### config.mk
export PLATFORM = sky130hd
export DESIGN_NAME = axis_pulse_gen
export DESIGN_NICKNAME = d
export VERILOG_FILES = /design/src/rtl/axis_pulse_gen.sv
export SDC_FILE = /design/constraint.sdc
export NUM_CORES = 1
export LEC_CHECK = 0
export ABC_AREA = 1
export BUFFER_PORTS_ARGS = -buffer_cell sky130_fd_sc_hd__buf_4
export CORE_MARGIN = 4
export CORE_UTILIZATION = 55
export CTS_BUF_LIST = sky130_fd_sc_hd__clkbuf_8
export CTS_CLUSTER_SIZE = 28
export DETAILED_ROUTE_END_ITERATION = 6
export GPL_ROUTABILITY_DRIVEN = 0
export PLACE_DENSITY = 0.77
export SLEW_MARGIN = 20
export SYNTH_ARGS = -nofsm -noshare
export SYNTH_HDL_FRONTEND = slang
export SYNTH_SLANG_ARGS = --single-unit
### constraint.sdc
create_clock -name Clk -period 5.25 [get_ports Clk]
set_input_delay 1.05 -clock Clk [delete_from_list [all_inputs] [get_ports Clk]]
set_output_delay 1.05 -clock Clk [all_outputs]
set_load 0.03 [all_outputs]
### src/rtl/axis_pulse_gen.sv
// Step/direction pulse generator for one motion axis: speed handshake,
// counted or continuous moves, graceful disable/abort and a position counter.
module axis_pulse_gen (
  input  logic        Clk,
  input  logic        Rst_n,
  input  logic        SpeedSet,
  input  logic [7:0]  SpeedCmd,
  input  logic [7:0]  AxisPlsCmd,
  input  logic [15:0] AxisStateCmd,
  input  logic [15:0] RefPos,
  output logic        SpeedSetDone,
  output logic        Pls,
  output logic        Dir,
  output logic        Busy,
  output logic        MoveDone,
  output logic [15:0] CurPos
);

  localparam logic [1:0] ST_IDLE = 2'd0;
  localparam logic [1:0] ST_RUN  = 2'd1;
  localparam logic [1:0] ST_STOP = 2'd2;

  logic [1:0]  state_q, state_d;
  logic        pls_q, pls_d;
  logic        dir_q, dir_d;
  logic        move_done_q, move_done_d;
  logic        speed_done_q, speed_done_d;
  logic [15:0] cur_pos_q, cur_pos_d;
  logic [7:0]  speed_reg_q, speed_reg_d;
  logic [7:0]  remaining_q, remaining_d;
  logic        cont_q, cont_d;
  logic        en_prev_q, en_prev_d;
  logic        en_armed_q, en_armed_d;
  logic [8:0]  div_q, div_d;

  logic        en, dir_cmd, abort, load_pos, stop_req;
  logic        accept, start, phase_end;
  logic [7:0]  eff_speed;
  logic [8:0]  half_period;
  logic [15:0] pos_step;
  logic [7:0]  remaining_dec;
  logic        unused_cmd_bits;

  assign en       = AxisStateCmd[0];
  assign dir_cmd  = AxisStateCmd[1];
  assign abort    = AxisStateCmd[2];
  assign load_pos = AxisStateCmd[3];
  assign unused_cmd_bits = ^AxisStateCmd[15:4];

  always_comb begin
    accept        = SpeedSet && !speed_done_q;
    // A speed accepted this very cycle is already in force for any reload now.
    eff_speed     = accept ? SpeedCmd : speed_reg_q;
    half_period   = 9'd256 - {1'b0, eff_speed};
    phase_end     = (div_q == 9'd1);
    stop_req      = !en || abort;
    pos_step      = dir_q ? (cur_pos_q - 16'd1) : (cur_pos_q + 16'd1);
    remaining_dec = cont_q ? remaining_q : (remaining_q - 8'd1);
    // The arm flag stops an enable held high through reset from looking like a fresh edge.
    start         = en && !en_prev_q && en_armed_q && !abort;

    state_d      = state_q;
    pls_d        = pls_q;
    dir_d        = dir_q;
    move_done_d  = 1'b0;
    speed_done_d = accept;
    cur_pos_d    = cur_pos_q;
    speed_reg_d  = eff_speed;
    remaining_d  = remaining_q;
    cont_d       = cont_q;
    en_prev_d    = en;
    en_armed_d   = en_armed_q || !en;
    div_d        = div_q;

    case (state_q)
      ST_IDLE: begin
        if (load_pos) cur_pos_d = RefPos;
        if (start) begin
          state_d     = ST_RUN;
          pls_d       = 1'b0;
          div_d       = half_period;
          dir_d       = dir_cmd;
          remaining_d = AxisPlsCmd;
          cont_d      = (AxisPlsCmd == 8'd0);
        end
      end
      ST_RUN: begin
        if (pls_q) begin
          if (phase_end) begin
            cur_pos_d   = pos_step;
            remaining_d = remaining_dec;
            pls_d       = 1'b0;
            div_d       = half_period;
            if (stop_req) begin
              state_d = ST_IDLE;
              div_d   = 9'd0;
            end else if (!cont_q && remaining_q == 8'd1) begin
              state_d     = ST_IDLE;
              move_done_d = 1'b1;
              div_d       = 9'd0;
            end
          end else begin
            div_d = div_q - 9'd1;
            if (stop_req) state_d = ST_STOP;
          end
        end else begin
          if (stop_req) begin
            state_d = ST_IDLE;
            div_d   = 9'd0;
          end else if (phase_end) begin
            pls_d = 1'b1;
            div_d = half_period;
          end else begin
            div_d = div_q - 9'd1;
          end
        end
      end
      ST_STOP: begin
        if (phase_end) begin
          cur_pos_d   = pos_step;
          remaining_d = remaining_dec;
          pls_d       = 1'b0;
          div_d       = 9'd0;
          state_d     = ST_IDLE;
        end else begin
          div_d = div_q - 9'd1;
        end
      end
      default: begin
        state_d = ST_IDLE;
        pls_d   = 1'b0;
        div_d   = 9'd0;
      end
    endcase
  end

  always_ff @(posedge Clk) begin
    if (!Rst_n) begin
      state_q      <= ST_IDLE;
      pls_q        <= 1'b0;
      dir_q        <= 1'b0;
      move_done_q  <= 1'b0;
      speed_done_q <= 1'b0;
      cur_pos_q    <= 16'h0000;
      speed_reg_q  <= 8'h00;
      remaining_q  <= 8'h00;
      cont_q       <= 1'b0;
      en_prev_q    <= 1'b0;
      en_armed_q   <= 1'b0;
      div_q        <= 9'd0;
    end else begin
      state_q      <= state_d;
      pls_q        <= pls_d;
      dir_q        <= dir_d;
      move_done_q  <= move_done_d;
      speed_done_q <= speed_done_d;
      cur_pos_q    <= cur_pos_d;
      speed_reg_q  <= speed_reg_d;
      remaining_q  <= remaining_d;
      cont_q       <= cont_d;
      en_prev_q    <= en_prev_d;
      en_armed_q   <= en_armed_d;
      div_q        <= div_d;
    end
  end

  assign SpeedSetDone = speed_done_q;
  assign Pls          = pls_q;
  assign Dir          = dir_q;
  assign Busy         = (state_q != ST_IDLE);
  assign MoveDone     = move_done_q;
  assign CurPos       = cur_pos_q;

endmodule

==> results.toml <==
[timing]
setup_violations = 0
finalCritPeriodShare = 0.517
relSlewSlack = 0.310
finalHoldViolCount = 0
rsz0062_at_grt = "false"
tightest_slew_ps = 1030
fin_crit_ps = 2720
fin_setup_tns_ps = 0
fmax_ghz = 0.368
fin_skew_ps = 12.3
final_max_slew_viol_count = 0
hold_slack_ps = 465

[logic_synthesis]
yosys.area.top_type = "dfxtp_1"
synth_common_cells = "nand2_1 (169), inv_1 (72), a21oi_1 (52), nor2_1 (52), dfxtp_1 (50)"
synth.top_cell.area_share = 0.263
synth-seq-cells = 50
syn_area_per_cell_um2 = 6.33
synth_xor_area_frac = 0.0368
synth_warnings = 0
synth_compound_area_frac = 0.164
syn_inst = 602
synth_edf_count = 0
async_flop_share = 0
synthDistinctLibCells = 40
syn_nets = 678
synth_area_um2 = 3810
ys_seq_area_frac = 0.263
muxShareOfSynthArea = 0
synthSimpleGateAreaFrac = 0.352
synth_ff_type = "dfxtp_1"
synth_area_leaders = "dfxtp_1 (26%), nand2_1 (17%), ha_1 (7.9%)"
yosys.area_share.adder = 0.0841
yosysMostFrequentCell = "nand2_1"
synth_top_family_by_area = "simple AND/OR/NAND/NOR gates"

[worst_hold_path]
min_to = "en_armed_q$_SDFF_PN0_"
min_path_type = "flip-flop to flip-flop"
hold_depth = 2
holdCritStartpoint = "en_armed_q$_SDFF_PN0_"

[critical_path]
cp_num_buf_inv = 2
worstPathArrival_ps = 2910
crit_type = "flip-flop to flip-flop"
cp_slowest_stage_delay_ps = 930
critPathLaunchType = "flip-flop"
reg2reg_to = "CurPos[1]$_SDFFE_PN0P_"
worstPathCellList = "inv_1 > ha_1 > inv_1 > nand2_1 > o21ai_0 > o21ai_0 > a21oi_1"
critPathRequiredTime_ps = 5450
rrSetupSlack_ps = 2530
cp_slowest_cell = "ha_1"
worst_r2r_path_depth = 7
worstSetupEndpointType = "flip-flop"
critPathMaxFanout = 27
path_delay_family = "adder cells"
r2r-start = "state_q[0]$_SDFFE_PN0P_"

[power]
power_density_nw_per_um2 = 572
ir_drop_mv = 0.304
total_leakage_power_nw = 2.22

[drt]
via_count = 3932
drt_iter0_markers = 191
drt-total-wl_mm = 9.44
drc = 0
routed_via_density = 5.35
wire_per_inst_um = 12.8
firstDrtPassIters = 5
ant_nets = 0

[cells_and_area]
drive_above_1_share = 0.165
fill_cells = 645
area_growth_pct = 15.3
fin_cells = 735
ff_latch_area_um2 = 1000
multiInputGateArea_um2 = 2420
antenna_cells = 0
fin_nets = 730
final_cell_area_um2 = 4390

[die]
coreArea_um2 = 6760
ios = 72
die_w_um = 91.2
fp-row-count = 30
die-area_um2 = 8320
die_h_um = 91.2
start_util = 0.564

[clock_tree]
cts.htree.levels = 2
cts_tree = "built"
cts_resized = 0
cts_buffers = 5
holdBufCountCts = 0
insertion_delay_ps = 320
clk_pin_slew_ps = 110
clock_path_buffers = 2
cts_root_buffer = "clkbuf_8"
numClockSinks = 50
cts_setup_buffers = 0

[global_routing]
grt_start_max_net_pins = 29
grtUsageTotal = 0.228
grt_pass1_wl_mm = 16.0
overflow = 0
grt_pass1_vias = 3635
antenna_found_initial = 0

[placement]
io_buffers = 59
place_hpwl_mm = 7.07
placed_area_um2 = 4270
place_inst = 727

[run_status]
status = "complete, no violations"

[job]
maxCapViolCount = 0
-- through the flow --
stage | total power [mW] | setup WS (ps) | utilization
2_1_floorplan | 1.86 | 3060 | -
3_3_place_gp | 2.17 | 2380 | 0.632
3_5_place_dp | 2.22 | 2370 | 0.632
4_1_cts | 2.52 | 2520 | 0.650
5_1_grt | 2.74 | 2240 | 0.650
6_report | 2.51 | 2530 | 0.650
-- kinds of logic (layout without fill, tap and decap cells) --
kind of cell / Yosys count / after routing
xor gates and xnor gates: 16 / 16
buffers and inverters: 95 / 148
AOI/OAI and AO/OA: 113 / 113
and+or+nand+nor: 303 / 303
adders and majority gates: 25 / 25
DFF: 50 / 50
-- worst reg2reg max path: stages, from the launching register on --
cell and delay (ps):
dfxtp_1 400, inv_1 100, ha_1 930, inv_1 650
nand2_1 190, o21ai_0 90, o21ai_0 180, a21oi_1 60
-- sequential cells by signal, indices dropped and copies added (netlist names) --
signal and count:
remaining_q 8, Pls 1, CurPos 16, state_q 2
Dir 1, speed_reg_q 8, en_armed_q 1, MoveDone 1
en_prev_q 1, SpeedSetDone 1, div_q 9, cont_q 1
-- layer usage --
metal  global-route usage  part of all wire
met4               0.0465             0.012
met3               0.0373             0.049
met5                    0                 0
met2                0.410              0.49
met1                0.287              0.45
-- where the power goes --
part | leakage, nW | internal, mW | switching (mW)
clock | 0.0563 | 0.145 | 0.146
combinational | 1.75 | 0.552 | 1.05
sequential | 0.412 | 0.507 | 0.108
total | 2.22 | 1.20 | 1.31
-- cell usage in the layout (no fill, tap or decap), types with 6 or more instances in the layout --
cell	instances
nand2_1	169
inv_1	72
buf_4	59
a21oi_1	52
nor2_1	52
dfxtp_1	50
o21ai_0	42
nand3_1	42
ha_1	24
xor2_1	12
inv_2	9
nand2_2	8
a31oi_1	6
nand4_1	6
-- cell type report --
class / instances / area share
multi-input combinational: 457 / 0.552
sequential: 50 / 0.228
timing repair buffer: 59 / 0.101
inverter: 81 / 0.0693
tap: 80 / 0.0228
clock buffer: 5 / 0.0157
clock inverter: 3 / 0.0111
-- worst max path at each step --
stage                                          to  cells after the start                    start
after floorplan             div_q[8]$_SDFFE_PN0P_                     12                 SpeedSet
after global placement    state_q[1]$_SDFFE_PN0P_                     11          AxisStateCmd[0]
after detailed placement  state_q[0]$_SDFFE_PN0P_                     10          AxisStateCmd[0]
after CTS                  CurPos[1]$_SDFFE_PN0P_                      7  state_q[1]$_SDFFE_PN0P_
after global routing       CurPos[1]$_SDFFE_PN0P_                      7  state_q[0]$_SDFFE_PN0P_
final                      CurPos[1]$_SDFFE_PN0P_                      7  state_q[0]$_SDFFE_PN0P_
No activity file was read; power rests on OpenSTA's default activity.
